### src/rtl/cov_matrix_accum.sv
// Sample covariance accumulator: N_SNAP 4-channel snapshots, one shared MAC over the
// upper triangle, scaled by 1/N_SNAP and presented as a symmetric 4x4 matrix.
module cov_matrix_accum #(
    parameter int N_SNAP = 64,
    parameter int LOG2_N = 6,
    parameter int IN_W   = 16
) (
    input  logic                   clk,
    input  logic                   rst,
    input  logic                   x_valid,
    output logic                   x_ready,
    input  logic signed [IN_W-1:0] x0,
    input  logic signed [IN_W-1:0] x1,
    input  logic signed [IN_W-1:0] x2,
    input  logic signed [IN_W-1:0] x3,
    input  logic                   evd_done,
    output logic                   data_available,
    output logic signed [31:0]     A0,
    output logic signed [31:0]     A1,
    output logic signed [31:0]     A2,
    output logic signed [31:0]     A3,
    output logic signed [31:0]     A4,
    output logic signed [31:0]     A5,
    output logic signed [31:0]     A6,
    output logic signed [31:0]     A7,
    output logic signed [31:0]     A8,
    output logic signed [31:0]     A9,
    output logic signed [31:0]     A10,
    output logic signed [31:0]     A11,
    output logic signed [31:0]     A12,
    output logic signed [31:0]     A13,
    output logic signed [31:0]     A14,
    output logic signed [31:0]     A15
);
    localparam int ACC_W = 2 * IN_W + LOG2_N;
    localparam int CNT_W = LOG2_N + 1;
    localparam int N_ACC = 10;

    typedef enum logic [1:0] {S_COLLECT, S_MAC, S_SCALE, S_HOLD} state_t;

    // Upper-triangle pair (i,j), i<=j, to accumulator index in MAC order.
    function automatic int tri_idx(input int i, input int j);
        return i * 4 - (i * (i - 1)) / 2 + (j - i);
    endfunction

    state_t                    r_state;
    state_t                    w_state_next;
    logic [3:0]                r_step;
    logic [CNT_W-1:0]          r_cnt;
    logic signed [IN_W-1:0]    r_x [4];
    logic signed [ACC_W-1:0]   r_acc [N_ACC];
    logic signed [31:0]        r_a [16];
    logic signed [31:0]        w_scaled [N_ACC];
    logic signed [31:0]        w_full [16];
    logic signed [IN_W-1:0]    w_opa;
    logic signed [IN_W-1:0]    w_opb;
    logic signed [2*IN_W-1:0]  w_prod;
    logic                      w_accept;
    logic                      w_release;
    logic                      w_frame_full;

    assign w_accept     = (r_state == S_COLLECT) && x_valid;
    assign w_release    = (r_state == S_HOLD) && evd_done;
    assign w_frame_full = (r_cnt == CNT_W'(N_SNAP));

    always_comb begin
        w_state_next   = r_state;
        x_ready        = 1'b0;
        data_available = 1'b0;
        case (r_state)
            S_COLLECT: begin
                x_ready = 1'b1;
                if (x_valid) w_state_next = S_MAC;
            end
            S_MAC: begin
                if (r_step == 4'd9) w_state_next = w_frame_full ? S_SCALE : S_COLLECT;
            end
            S_SCALE: w_state_next = S_HOLD;
            S_HOLD: begin
                data_available = 1'b1;
                if (evd_done) w_state_next = S_COLLECT;
            end
            default: w_state_next = S_COLLECT;
        endcase
    end

    always_ff @(posedge clk) begin
        if (rst) begin
            r_state <= S_COLLECT;
            r_step  <= '0;
            r_cnt   <= '0;
        end else begin
            r_state <= w_state_next;
            if (w_accept) begin
                r_cnt  <= r_cnt + CNT_W'(1);
                r_step <= '0;
            end else if (r_state == S_MAC) begin
                r_step <= r_step + 4'd1;
            end
            if (w_release) r_cnt <= '0;
        end
    end

    // Snapshot registers only load on acceptance; their contents are don't-care otherwise.
    always_ff @(posedge clk) begin
        if (w_accept) r_x <= '{x0, x1, x2, x3};
    end

    always_comb begin
        w_opa = r_x[3];
        w_opb = r_x[3];
        case (r_step)
            4'd0: begin w_opa = r_x[0]; w_opb = r_x[0]; end
            4'd1: begin w_opa = r_x[0]; w_opb = r_x[1]; end
            4'd2: begin w_opa = r_x[0]; w_opb = r_x[2]; end
            4'd3: begin w_opa = r_x[0]; w_opb = r_x[3]; end
            4'd4: begin w_opa = r_x[1]; w_opb = r_x[1]; end
            4'd5: begin w_opa = r_x[1]; w_opb = r_x[2]; end
            4'd6: begin w_opa = r_x[1]; w_opb = r_x[3]; end
            4'd7: begin w_opa = r_x[2]; w_opb = r_x[2]; end
            4'd8: begin w_opa = r_x[2]; w_opb = r_x[3]; end
            default: begin w_opa = r_x[3]; w_opb = r_x[3]; end
        endcase
    end

    assign w_prod = (2*IN_W)'(w_opa) * (2*IN_W)'(w_opb);

    always_ff @(posedge clk) begin
        if (rst || w_release) begin
            for (int p = 0; p < N_ACC; p++) r_acc[p] <= '0;
        end else if (r_state == S_MAC) begin
            for (int p = 0; p < N_ACC; p++) begin
                if (r_step == 4'(p)) r_acc[p] <= r_acc[p] + ACC_W'(w_prod);
            end
        end
    end

    genvar gi, gj;
    generate
        for (gi = 0; gi < N_ACC; gi++) begin : g_scale
            // Arithmetic shift floors toward -inf; the result always fits 32 bits signed.
            assign w_scaled[gi] = 32'(r_acc[gi] >>> LOG2_N);
        end
        for (gi = 0; gi < 4; gi++) begin : g_row
            for (gj = 0; gj < 4; gj++) begin : g_col
                localparam int P = (gi <= gj) ? tri_idx(gi, gj) : tri_idx(gj, gi);
                assign w_full[4*gi+gj] = w_scaled[P];
            end
        end
    endgenerate

    // Outputs load only in S_SCALE, so they survive S_HOLD and the following frame.
    always_ff @(posedge clk) begin
        if (rst) begin
            for (int k = 0; k < 16; k++) r_a[k] <= '0;
        end else if (r_state == S_SCALE) begin
            for (int k = 0; k < 16; k++) r_a[k] <= w_full[k];
        end
    end

    assign A0  = r_a[0];
    assign A1  = r_a[1];
    assign A2  = r_a[2];
    assign A3  = r_a[3];
    assign A4  = r_a[4];
    assign A5  = r_a[5];
    assign A6  = r_a[6];
    assign A7  = r_a[7];
    assign A8  = r_a[8];
    assign A9  = r_a[9];
    assign A10 = r_a[10];
    assign A11 = r_a[11];
    assign A12 = r_a[12];
    assign A13 = r_a[13];
    assign A14 = r_a[14];
    assign A15 = r_a[15];

endmodule

### config.mk
export PLATFORM = sky130hd
export DESIGN_NAME = cov_matrix_accum
export DESIGN_NICKNAME = d
export VERILOG_FILES = /design/src/rtl/cov_matrix_accum.sv
export SDC_FILE = /design/constraint.sdc
export NUM_CORES = 2
export LEC_CHECK = 0
export CORE_MARGIN = 1
export CORE_UTILIZATION = 60
export CTS_BUF_LIST = sky130_fd_sc_hd__clkbuf_4 sky130_fd_sc_hd__clkbuf_8
export CTS_CLUSTER_DIAMETER = 200
export DETAILED_ROUTE_END_ITERATION = 16
export GPL_TIMING_DRIVEN = 0
export HOLD_SLACK_MARGIN = 0.1
export PLACE_DENSITY = 0.8
export SLEW_MARGIN = 20
export SYNTH_ARGS = -nofsm -noshare
export SYNTH_HDL_FRONTEND = slang
export SYNTH_SLANG_ARGS = --single-unit
### constraint.sdc
create_clock -name clk -period 18.4 [get_ports clk]
set_input_delay 5.52 -clock clk [delete_from_list [all_inputs] [get_ports clk]]
set_output_delay 5.52 -clock clk [all_outputs]
set_load 0.02 [all_outputs]
# == Word level (Yosys, flattened, before mapping) ==
# Memories as Yosys holds them, arrays and structs flattened.
# Index checks and enable logic that the tools add are counted.
# word_totals
register_bits,77
mem_bits_rw,892
output_inout_bits,514
n_memories,2
input_bits,68
wordCells,159
# classes
muxes,82
reduce_logical,13
multipliers,1
n_eq_ne,16
bitwise,26
addsub,12
# memory_table
name,depth,word_bits,read_ports,rd_ports_with_merged_regs,write_ports,line_no,rtl
r_a,16,32,16,0,16,52,logic signed [31:0] r_a [16];
r_acc,10,38,10,0,10,51,logic signed [ACC_W-1:0] r_acc [N_ACC];
# op_table
cell,count
2-to-1 mux 32 bit,16
adder 38 x 32 -> 38 bit,10
2-to-1 mux 38 bit,10
case mux 16 bit (3 select lines),2
2-to-1 mux 1 bit,49
multiplier 16 x 16 -> 32 bit,1
OR 1 bit,26
equality test 4 x 3 -> 1 bit (second input constant),4
equality test 4 x 2 -> 1 bit (second input constant),2
equality test 4 bit (second input constant),2
2-to-1 mux 2 bit,4
case mux 2 bit (4 select lines),1
OR reduction 2 bit,4
adder 7 x 1 -> 7 bit (second input constant),1
equality test 7 bit (second input constant),1
OR reduction 3 bit,2
adder 4 x 1 -> 4 bit (second input constant),1
equality test 2 bit (second input constant),2
equality test 4 x 1 -> 1 bit (second input constant),1
logical NOT 4 bit,1
inequality test 2 bit (second input constant),2
OR reduction 4 bit,1
AND reduction 3 bit,1
equality test 2 x 1 -> 1 bit (second input constant),1
4 further kinds,5

# == Depth between registers and ports, before layout ==
# depth
word_depth,6
depth_mapped,45
ltp_nobuf,42

# == Worst setup path after synthesis ==
# No wires, ideal clock.
# synth_timing
path_type,in2reg
startpoint,input port rst
endpoint,memory r_a[0][0] (enable)
arrival_ps,15486
path_buffers,3
required_time_ps,17583
slack_ps,2097
stages,4
setup_ps,817
path_cell_list,clkbuf_1 -> clkbuf_1 -> clkbuf_1 -> nand2b_1
# synth_rtl
element,line_no,rtl
start: declaration,9,"input logic rst,"
end: declaration,52,

==> impl_metrics.csv <==
group,metric,value,unit
timing,setup_viol,0,
critical_path,rr_endpoint,"r_acc[7][36]$_SDFFCE_PN0P_",
timing,slew_headroom,26.1,%
finish,fin_cells,7698,
yosys,syn-num-nets,6311,
yosys,yosysUniqueCellTypes,89,
timing,worst_pin_slew,1.11,ns
grt,grt.overflow.total,0,
finish,nNetsFinal,7114,
floorplan,core_area,96700,µm²
placed_design,place_inst,7432,
yosys,syn_area,58600,µm²
critical_path,crit_path_end_kind,"register",
worst_hold_path,hold_path.class,"reg -> reg",
grt,grt_antenna_before_repair,5,
clocking,clock_latency,0.86,ns
floorplan,die_y,315,µm
clocking,root_buffer,"clkbuf_8",
clocking,ctsHoldBuffers,0,
finish,final_common_cell,"edfxtp_1",
routing,wire_per_inst,20.8,µm
yosys,synth_seq_area_share,42.9,%
grt,grt_first_pass_wirelength,244,mm
clocking,cts_buffer_depth,3,
routing,first_pass_iters,6,
critical_path,crit_slowest_cell,"a2111oi_0",
worst_hold_path,hp-start,"r_cnt[6]$_SDFFE_PN0P_",
floorplan,die_area,98900,µm²
critical_path,critPathMaxFanout,10,
routing,via_count,45100,
yosys,synth_ff_type,"edfxtp_1",
clocking,clk_pin_slew,0.06,ns
critical_path,timing.rr.start,"r_step[0]$_SDFFE_PP0N_",
run,drv_cap,0,
placed_design,gp_congestion,0.950,
worst_hold_path,hold_depth,2,
floorplan,boundaryPins,582,
floorplan,die_x,315,µm
yosys,ys_warn_count,0,
clocking,cts_tree,"yes",
status,outcome,"finished clean",
critical_path,crit_arrival,13.96,ns
clocking,cts_num_sinks,841,
routing,drtIter0Drc,3581,
floorplan,start_util,60.6,%
grt,track_usage,32.2,%
critical_path,slowest_delay,0.80,ns
critical_path,reg2reg_slack,4.98,ns
clocking,h-tree-depth,4,
critical_path,crit_path_start,"r_step[0]$_SDFFE_PP0N_",
finish,fin_util,73.0,%
routing,drc_errors,0,
yosys,ys_async_sr_fraction,0,%
floorplan,rows,114,
clocking,cts_buffers,148,
placed_design,numPortBuffers,581,
critical_path,required,18.95,ns
yosys,ys_ff_latch,841,
critical_path,crit_type,"reg -> reg",
timing,finClkSkew,0.0381,ns
yosys,synth.avg_cell_area,10.6,µm²
timing,finalHoldViolCount,0,
placed_design,pre_cts_slack,5.31,ns
critical_path,rr_worst_depth,41,
timing,max_freq,74.5,MHz
timing,min_period,13.42,ns
yosys,synth_edf_count,828,
placed_design,dpl.hpwl,126,mm
yosys,syn_inst,5503,
routing,finalWirelength,160,mm
timing,drv_slew,0,
clocking,post-cts-setup-buffers,0,
timing,worst_slack,4.98,ns
finish,fill_cells,6820,
critical_path,startpoint_type,"register",
routing,viasPerCell,5.85,
routing,antenna_left,0,
finish,areaGrowthSynthToFinish,20.5,%
finish,drive_gt1_share,8.46,%
finish,layout_common_cells,"edfxtp_1, nor2_1, clkdlybuf4s50_1",
timing,rsz0062_at_grt,"false",
grt,grt_pass1_vias,43900,
grt,grt_max_degree,60,
timing,fin_crit_sh,72.9,%
clocking,cts_resized,0,
==> cell type report <==
class,count,area (µm²),share of cell area [%]
Clock buffer,189,2340,3.32
Inverter,391,1470,2.08
Multi-Input combinational cell,4006,30900,43.8
Buffer,265,1500,2.12
Clock inverter,76,653,0.925
Antenna cell,1,2.50,0.00354
Tap cell,1276,1600,2.26
Timing Repair Buffer,653,6990,9.89
Sequential cell,841,25100,35.6
==> stage by stage <==
step | hold slack, ns | setup TNS [ns] | instance area (µm²)
finish | 0.515 | 0 | 70600
global route | 0.532 | 0 | 70600
CTS | 0.510 | 0 | 70600
detailed placement | 0.502 | 0 | 67600
global placement | 0.498 | -1371.37 | 66000
floorplan | 0.479 | 0 | 58600
==> layer usage <==
layer  vias up  routed length, µm  track usage [%]
met5         -                 53                0
met4         6               9050             17.3
met3       437              12100             5.66
met2      1977              75800             53.0
met1     21600              63500             40.6
li1      21000                  -                -
==> Yosys cell counts, drive strengths merged (95+ instances only) <==
library cell | n | share of area (%)
nand2 | 313 | 2.0
a21o | 160 | 2.1
fa | 272 | 9.3
xnor2 | 175 | 2.6
o21ai | 203 | 1.7
nor2b | 264 | 2.8
nor3 | 95 | 0.81
buf | 134 | 1.7
a21oi | 328 | 2.8
inv | 391 | 2.5
ha | 468 | 10
xor2 | 165 | 2.5
nor2 | 629 | 4.0
and2 | 186 | 2.0
edfxtp | 828 | 42
clkbuf | 131 | 0.84
==> kinds of logic after synthesis <==
family                   synth area share, %
AND/OR/NAND/NOR                         14.8
AO/OA/AOI/OAI                           12.8
flip-flops                              42.9
adder cells (fa/ha/maj)                 19.3
buffers and inverters                   5.05
XOR/XNOR                                5.08
multiplexers                          0.0705
==> how the worst max path moves through the flow <==
stage | endpoint | cells after the start
after floorplan | r_a[0][0]$_SDFFCE_PN0P_ | 4
after global placement | r_a[1][221]$_SDFFCE_PP0P_ | 5
after detailed placement | r_acc[3][37]$_SDFFCE_PN0P_ | 44
after CTS | r_acc[3][37]$_SDFFCE_PN0P_ | 44
after global routing | r_acc[3][37]$_SDFFCE_PN0P_ | 44
final | r_acc[7][36]$_SDFFCE_PN0P_ | 41
==> state kept, by name (all words and copies together), names as in the netlist, named ones only <==
signal,count
r_state,1
r_step,4
r_x,64
r_a,384
r_acc,380
r_cnt,7
==> worst max-delay path, delay by kind of cell (launching register included) <==
kind,cells,cell delay [ns]
adders and majority gates,9,3.98
DFF,1,0.42
AOI/OAI and AO/OA,12,3.61
buffers and inverters,10,1.94
xor gates and xnor gates,2,0.83
muxes,1,0.70
and+or+nand+nor,7,1.61
Power is left out: the tool's default activity adds up to more than one toggle a clock period on the data nets, which glitch-free logic cannot reach.
